$ cat config.mk
export PLATFORM = sky130hd
export DESIGN_NAME = regfile_sb
export DESIGN_NICKNAME = d
export VERILOG_FILES = /design/src/rtl/brisc_pkg.sv /design/src/rtl/regfile_sb_scoreboard.sv /design/src/rtl/regfile_sb.sv
export SDC_FILE = /design/constraint.sdc
export NUM_CORES = 2
export LEC_CHECK = 0
export BUFFER_PORTS_ARGS = -buffer_cell sky130_fd_sc_hd__buf_2
export CORE_MARGIN = 2
export CORE_UTILIZATION = 40
export CTS_CLUSTER_DIAMETER = 200
export DETAILED_ROUTE_END_ITERATION = 7
export HOLD_SLACK_MARGIN = 0.12
export PLACE_DENSITY_LB_ADDON = 0.12
export SETUP_SLACK_MARGIN = 0.3
export SLEW_MARGIN = 20
export SYNTH_ARGS = -nofsm -noshare
export SYNTH_HDL_FRONTEND = slang
export SYNTH_SLANG_ARGS = --single-unit
$ cat constraint.sdc
create_clock -name clk -period 5.55 [get_ports clk]
set_input_delay 0.8325 -clock clk [delete_from_list [all_inputs] [get_ports clk]]
set_output_delay 0.8325 -clock clk [all_outputs]
set_load 0.02 [all_outputs]
$ cat src/rtl/brisc_pkg.sv
// Shared core constants and types for the brisc pipeline.
package brisc_pkg;

   localparam int XLEN     = 32;
   localparam int REG_BITS = 5;
   localparam int NUM_REGS = 2 ** REG_BITS;

   localparam logic [REG_BITS-1:0] ZERO_REG = '0;

   typedef logic [REG_BITS-1:0] reg_idx_t;
   typedef logic [XLEN-1:0]     xword_t;

endpackage

$ cat src/rtl/regfile_sb_scoreboard.sv
// Busy-bit scoreboard: tracks one outstanding producer per register and
// raises the decode stall on RAW/WAW hazards. Writeback in the same cycle
// resolves a hazard; a new issue to a register being written back wins.
module regfile_sb_scoreboard
   import brisc_pkg::*;
(
   input  logic                clk,
   input  logic                reset,
   input  logic                flush_in,
   input  logic                wr_en_in,
   input  logic [REG_BITS-1:0] wr_rd_in,
   input  logic [REG_BITS-1:0] rs1_in,
   input  logic [REG_BITS-1:0] rs2_in,
   input  logic                rs1_used_in,
   input  logic                rs2_used_in,
   input  logic                issue_valid_in,
   input  logic [REG_BITS-1:0] issue_rd_in,
   output logic                stall_out,
   output logic [NUM_REGS-1:0] busy_mask_out
);

   logic [NUM_REGS-1:0] busy_q, busy_d;
   logic [NUM_REGS-1:0] wb_onehot;
   logic [NUM_REGS-1:0] eff_busy;
   logic                hazard;
   logic                issue_accept;

   // Hazard view for this cycle: a register being written back now is free.
   always_comb begin
      wb_onehot = '0;
      if (wr_en_in && wr_rd_in != ZERO_REG) wb_onehot[wr_rd_in] = 1'b1;
      eff_busy = busy_q & ~wb_onehot;
      hazard   = (rs1_used_in & eff_busy[rs1_in])
               | (rs2_used_in & eff_busy[rs2_in])
               | eff_busy[issue_rd_in];
      stall_out    = issue_valid_in & hazard;
      issue_accept = issue_valid_in & ~hazard & (issue_rd_in != ZERO_REG) & ~flush_in;
   end

   // Next busy vector: clear on writeback, then set on accepted issue (set
   // wins), flush drops everything; x0 is never tracked.
   always_comb begin
      busy_d = busy_q & ~wb_onehot;
      if (issue_accept) busy_d[issue_rd_in] = 1'b1;
      if (flush_in)     busy_d = '0;
      busy_d[0] = 1'b0;
   end

   // Busy state register; reset takes priority over everything.
   always_ff @(posedge clk) begin
      if (reset) busy_q <= '0;
      else       busy_q <= busy_d;
   end

   assign busy_mask_out = busy_q;

endmodule

$ cat src/rtl/regfile_sb.sv
// Architectural register file with write-through bypass reads and an
// integrated in-flight destination scoreboard.
module regfile_sb
   import brisc_pkg::*;
(
   input  logic                clk,
   input  logic                reset,
   input  logic                flush_in,
   input  logic                wr_en_in,
   input  logic [REG_BITS-1:0] wr_rd_in,
   input  logic [XLEN-1:0]     wr_data_in,
   input  logic [REG_BITS-1:0] rs1_in,
   input  logic [REG_BITS-1:0] rs2_in,
   input  logic                rs1_used_in,
   input  logic                rs2_used_in,
   output logic [XLEN-1:0]     rd1_out,
   output logic [XLEN-1:0]     rd2_out,
   input  logic                issue_valid_in,
   input  logic [REG_BITS-1:0] issue_rd_in,
   output logic                stall_out,
   output logic [NUM_REGS-1:0] busy_mask_out
);

   xword_t regs_q [NUM_REGS];
   logic   wr_live;

   assign wr_live = wr_en_in && (wr_rd_in != ZERO_REG);

   // Register array; x0 is never written so it stays zero after reset.
   always_ff @(posedge clk) begin
      if (reset) begin
         for (int i = 0; i < NUM_REGS; i++) regs_q[i] <= '0;
      end else if (wr_live) begin
         regs_q[wr_rd_in] <= wr_data_in;
      end
   end

   // Read ports: x0 forced to zero, same-cycle writeback forwarded.
   always_comb begin
      rd1_out = regs_q[rs1_in];
      if (wr_live && wr_rd_in == rs1_in) rd1_out = wr_data_in;
      if (rs1_in == ZERO_REG)            rd1_out = '0;
      rd2_out = regs_q[rs2_in];
      if (wr_live && wr_rd_in == rs2_in) rd2_out = wr_data_in;
      if (rs2_in == ZERO_REG)            rd2_out = '0;
   end

   regfile_sb_scoreboard u_sb (
      .clk            (clk),
      .reset          (reset),
      .flush_in       (flush_in),
      .wr_en_in       (wr_en_in),
      .wr_rd_in       (wr_rd_in),
      .rs1_in         (rs1_in),
      .rs2_in         (rs2_in),
      .rs1_used_in    (rs1_used_in),
      .rs2_used_in    (rs2_used_in),
      .issue_valid_in (issue_valid_in),
      .issue_rd_in    (issue_rd_in),
      .stall_out      (stall_out),
      .busy_mask_out  (busy_mask_out)
   );

endmodule

Word level (Yosys, flattened, before mapping)
Memories as Yosys holds them, arrays and structs flattened.
Index checks and enable logic that the tools add are counted.

operators by class
  bitwise gates (word level) = 13
  shift operators = 0
  magnitude comparators = 6
  mux-type cells = 24
  eq/ne operators = 2
  add/subtract/negate cells = 0
  divide/modulo/power cells = 0
  $mul = 0
  reduce and logical (&&, ||, !) cells = 11

operator list
  cell                                                                                 number
  32-bit two-way mux                                                                   7
  32-bit bitwise AND                                                                   1
  32-bit inverter                                                                      1
  32-bit bitwise OR                                                                    1
  32-bit OR reduction                                                                  1
  5-bit by 6-bit less-than comparator with 1-bit output, second input constant         4
  1-bit binary-select mux with 5-bit select                                            3
  1-bit two-way mux                                                                    11
  1-bit demux with 5-bit select                                                        2
  5-bit == test                                                                        2
  5-bit by 1-bit greater-or-equal comparator with 1-bit output, second input constant  2
  5-bit zero test                                                                      2
  5-bit nonzero test                                                                   2
  1-bit bitwise AND                                                                    6
  1-bit logical AND                                                                    5
  5-bit two-way mux                                                                    1
  1-bit inverter                                                                       2
  1-bit bitwise OR                                                                     2
  2-bit OR reduction                                                                   1

word-level totals
  logic and storage cells = 59
  memories kept = 1
  bits in writable memories = 1,024
  register bits after elaboration = 32
  latch bits = 0
  ROM bits = 0

memory list
  name    words  bits a word  rd ports  clocked after memory_dff  wr ports  line              RTL
  regs_q  32     32           2         0                         32        regfile_sb.sv:24  xword_t regs_q [NUM_REGS];

Logic depth before layout (Yosys ltp)
  word-level depth = 17
  gate-level depth with buffers = 11
  depth with buffers taken out = 8

Modules after synthesis
A second synthesis with hierarchy kept.

second synthesis, totals
  cell total of the unflattened synthesis = 4,282
  area, all modules = 58,478.6 um^2

modules (own cells, without submodules)
  module                 area each (um^2)  cells an instance  sequential area each (um^2)  instances
  regfile_sb             55,723.4          3,918              30,749.5                     1
  regfile_sb_scoreboard  2,755.1           364                620.6                        1

Worst setup path after synthesis
Ideal clock, no wire load.

  path type = input-to-output
  from = input port rs2_in[0]
  to = output port rd2_out[10]
  buffers on the path = 5
  slack = 1.394 ns
  stages on the path = 9
  arrival time = 3.324 ns
  cells stage by stage = clkbuf_1 -> buf_2 -> buf_1 -> buf_2 -> xnor2_1 -> nand3_1 -> clkbuf_1 -> nor2_1 -> a211oi_1

on the way
  cells in the longest elaborated chain, start to end = 4
  elaborated cells on any way between the ends = 6
  those cells by class = 1 x eq/ne; 2 x mux; 2 x reduce/logical; 1 x memory

ends and longest elaborated chain
  what                                                                        line              RTL
  from (decl)                                                                 regfile_sb.sv:13  input logic [REG_BITS-1:0] rs2_in,
  parallel branches: the longest is 3 deep, another holds memory 32 x 32 bit  --
  32-bit two-way mux (*)                                                      regfile_sb.sv:45  if (rs2_in == ZERO_REG) rd2_out = '0;
  to (decl)                                                                   regfile_sb.sv:17  output logic [XLEN-1:0] rd2_out,

Mark *: on every way between the ends.

Final worst setup path
  from = input port rs2_in[0]
  to = output port rd2_out[26]

Same word-level chain as after synthesis.

==> metrics.csv <==
stage,metric,value,unit
place,port_buffers,154,
cts,clk_pin_slew,0.06,ns
die,start_util,40.2,%
global_route,grt_pass1_wl,302,mm
global_route,grtUsageTotal,29.8,%
status,status,completed,
worst_setup_path,worstPathArrival,3.80,ns
power_and_ir_drop,ir_drop,0.000256,V
timing,drv_slew,0,
cts,cts_hold_buf,0,
cells_and_area,drive_gt1_share,29.7,%
synthesis,synth_area_per_cell,15.3,um2
cts,cts_resized,0,
die,fp.dieH,383,um
global_route,grt_max_degree,66,
synthesis,ys_types,65,
global_route,grt_pass1_vias,36568,
cts,ctsLongestPathBuffers,3,
synthesis,synth_ff_type,edfxtp_1,
synthesis,synth_seq_cells,1055,
timing,worst_pin_slew,1.10,ns
synthesis,synth_edf_count,1024,
synthesis,synth_most_common_cell,edfxtp_1,
timing,setup-tns-final,0,ns
route,via_per_inst,6.33,
cells_and_area,syn_to_final_growth,13.4,%
synthesis,yosys_warnings,0,
cts,cts_buffers,118,
die,io_pins,156,
worst_setup_path,start_kind,input pin,
worst_setup_path,worstSetupPathType,input pin to output port,
timing,finalHoldViolCount,0,
flow_run,drv_cap,0,
route,routed_wl,218,mm
cells_and_area,postLayoutCellArea,65100,um2
power_and_ir_drop,powerDensity,305,nW/um2
cts,clockRootBuffer,clkbuf_16,
synthesis,synthTopCellsByArea,"edfxtp_1, mux4_2, and2_1",
cts,clk_latency,0.72,ns
power_and_ir_drop,power,19.9,mW
synthesis,synth_common_cells,"edfxtp_1, and2_1, mux4_2",
die,fp.dieArea,147000,um2
timing,setup_viol,0,
synthesis,yosysTopAreaCellShare,53.6,%
place,gp_congestion,0.888,
timing,period_minus_slack,4.63,ns
timing,relSlewSlack,26.7,%
synthesis,async_flop_share,0,%
cts,cts_sinks,1055,
cts,post_cts_buffers,0,
die,core_area,143000,um2
place,dpl_cell_area,61400,um2
place,dp_hpwl,130,mm
synthesis,synth.largest_area_cell,edfxtp_1,
timing,whs,0.540,ns
route,dr.pass1.iters,6,
cells_and_area,nNetsFinal,3876,
global_route,gr-total-overflow,0,
global_route,antenna_found_initial,33,
route,detail_route.wl_per_cell,37.3,um
route,drt-initial-drc-count,5132,
die,die_w,383,um
synthesis,ys_seq_area_share,54.6,%
worst_setup_path,path_max_fanout,40,
synthesis,syn_inst,3755,
cts,cts_tree,yes,
die,core.rowCount,139,
route,drc,0,
timing,rsz0062_at_grt,false,
cts,h-tree-depth,3,
worst_setup_path,required,4.72,ns
synthesis,synth_area,57400,um2
route,vias,36862,
route,postRouteAntennaNets,0,
power_and_ir_drop,leakage,22.1,nW
timing,fin_crit_sh,83.5,%
cells_and_area,nFillCells,12463,
worst_setup_path,endpoint_kind,output port,
timing,finClkSkew,0.0174,ns
timing,max_freq,216,MHz
min_path,hold_class,input pin to register,
[power breakdown]
| part | switching [mW] | internal, mW | leakage (nW) |
|---|---|---|---|
| clock | 3.37 | 4.33 | 1.81 |
| combinational | 1.62 | 1.14 | 10.3 |
| sequential | 0.214 | 9.18 | 10.0 |
[critical path, cell delays in order]
cell	delay, ns
buf_8	0.44
buf_4	0.53
mux4_2	0.56
mux4_2	0.49
a21oi_1	0.53
a211oi_1	0.15
buf_2	0.20
[per-stage QoR]
| step | std cells | setup WS [ns] | util (%) |
|---|---|---|---|
| 6_report | 5827 | 0.918 | 45.5 |
| 2_1_floorplan | 3787 | 1.39 | - |
| 5_1_grt | 5821 | 0.833 | 45.5 |
| 3_3_place_gp | 5598 | 0.925 | 42.9 |
| 3_5_place_dp | 5600 | 0.909 | 42.9 |
| 4_1_cts | 5820 | 0.916 | 45.5 |
[cell families (layout without fill, tap and decap cells)]
| family | after synthesis | count (layout) | synth area share, % |
|---|---|---|---|
| compound gates | 293 | 293 | 3.55 |
| xor+xnor | 10 | 10 | 0.153 |
| buf+inv | 424 | 554 | 2.84 |
| flops | 1055 | 1055 | 54.6 |
| mux | 716 | 716 | 25.6 |
| other cells | 1 | 40 | 0.00653 |
| simple gates | 1256 | 1256 | 13.2 |
[path summary, 6_finish.rpt]
check                               startpoint  slack [ns]  cells after the start                                 to
max                                  rs2_in[0]        0.92                      7                        rd2_out[26]
min                                   flush_in        0.54                      3  u_sb.busy_mask_out[10]$_SDFF_PP0_
max reg2reg   u_sb.busy_mask_out[1]$_SDFF_PP0_        2.66                      9  u_sb.busy_mask_out[27]$_SDFF_PP0_
min reg2reg  u_sb.busy_mask_out[11]$_SDFF_PP0_        0.64                      2  u_sb.busy_mask_out[11]$_SDFF_PP0_
[state kept, by name, summed over array words and instances, names as in the netlist]
register and flops:
regs_q 1024, u_sb.busy_mask_out 31
[area by class of cell]
type / instances / area [um2] / share of cell area, %
sequential: 1055 / 31400 / 48.2
timing repair buffer: 327 / 2580 / 3.96
clock inverter: 74 / 581 / 0.892
clock buffer: 146 / 3120 / 4.79
tap: 1903 / 2380 / 3.66
antenna: 7 / 17.5 / 0.0269
multi-input combinational: 2308 / 25000 / 38.4
inverter: 7 / 26.3 / 0.0404
[layer usage]
| metal | share of wire [%] | global-route usage, % | vias up |
|---|---|---|---|
| li1 | - | - | 14737 |
| met1 | 42 | 43.4 | 19782 |
| met2 | 46 | 46.2 | 2014 |
| met3 | 8.8 | 5.13 | 327 |
| met4 | 2.7 | 7.67 | 2 |
| met5 | 0.0060 | 0 | - |
[cells in the final DEF (no fill, tap or decap), types with 36 or more instances in the layout]
master	netlist	routed
mux2i_1	113	113
edfxtp_1	1024	1024
buf_2	26	143
and2_1	994	994
a211oi_1	121	121
nor2_1	100	82
a21oi_1	36	36
clkbuf_16	0	120
buf_4	1	142
mux4_2	602	602
nor2b_1	41	41
Power figures use the tool's default switching activity.
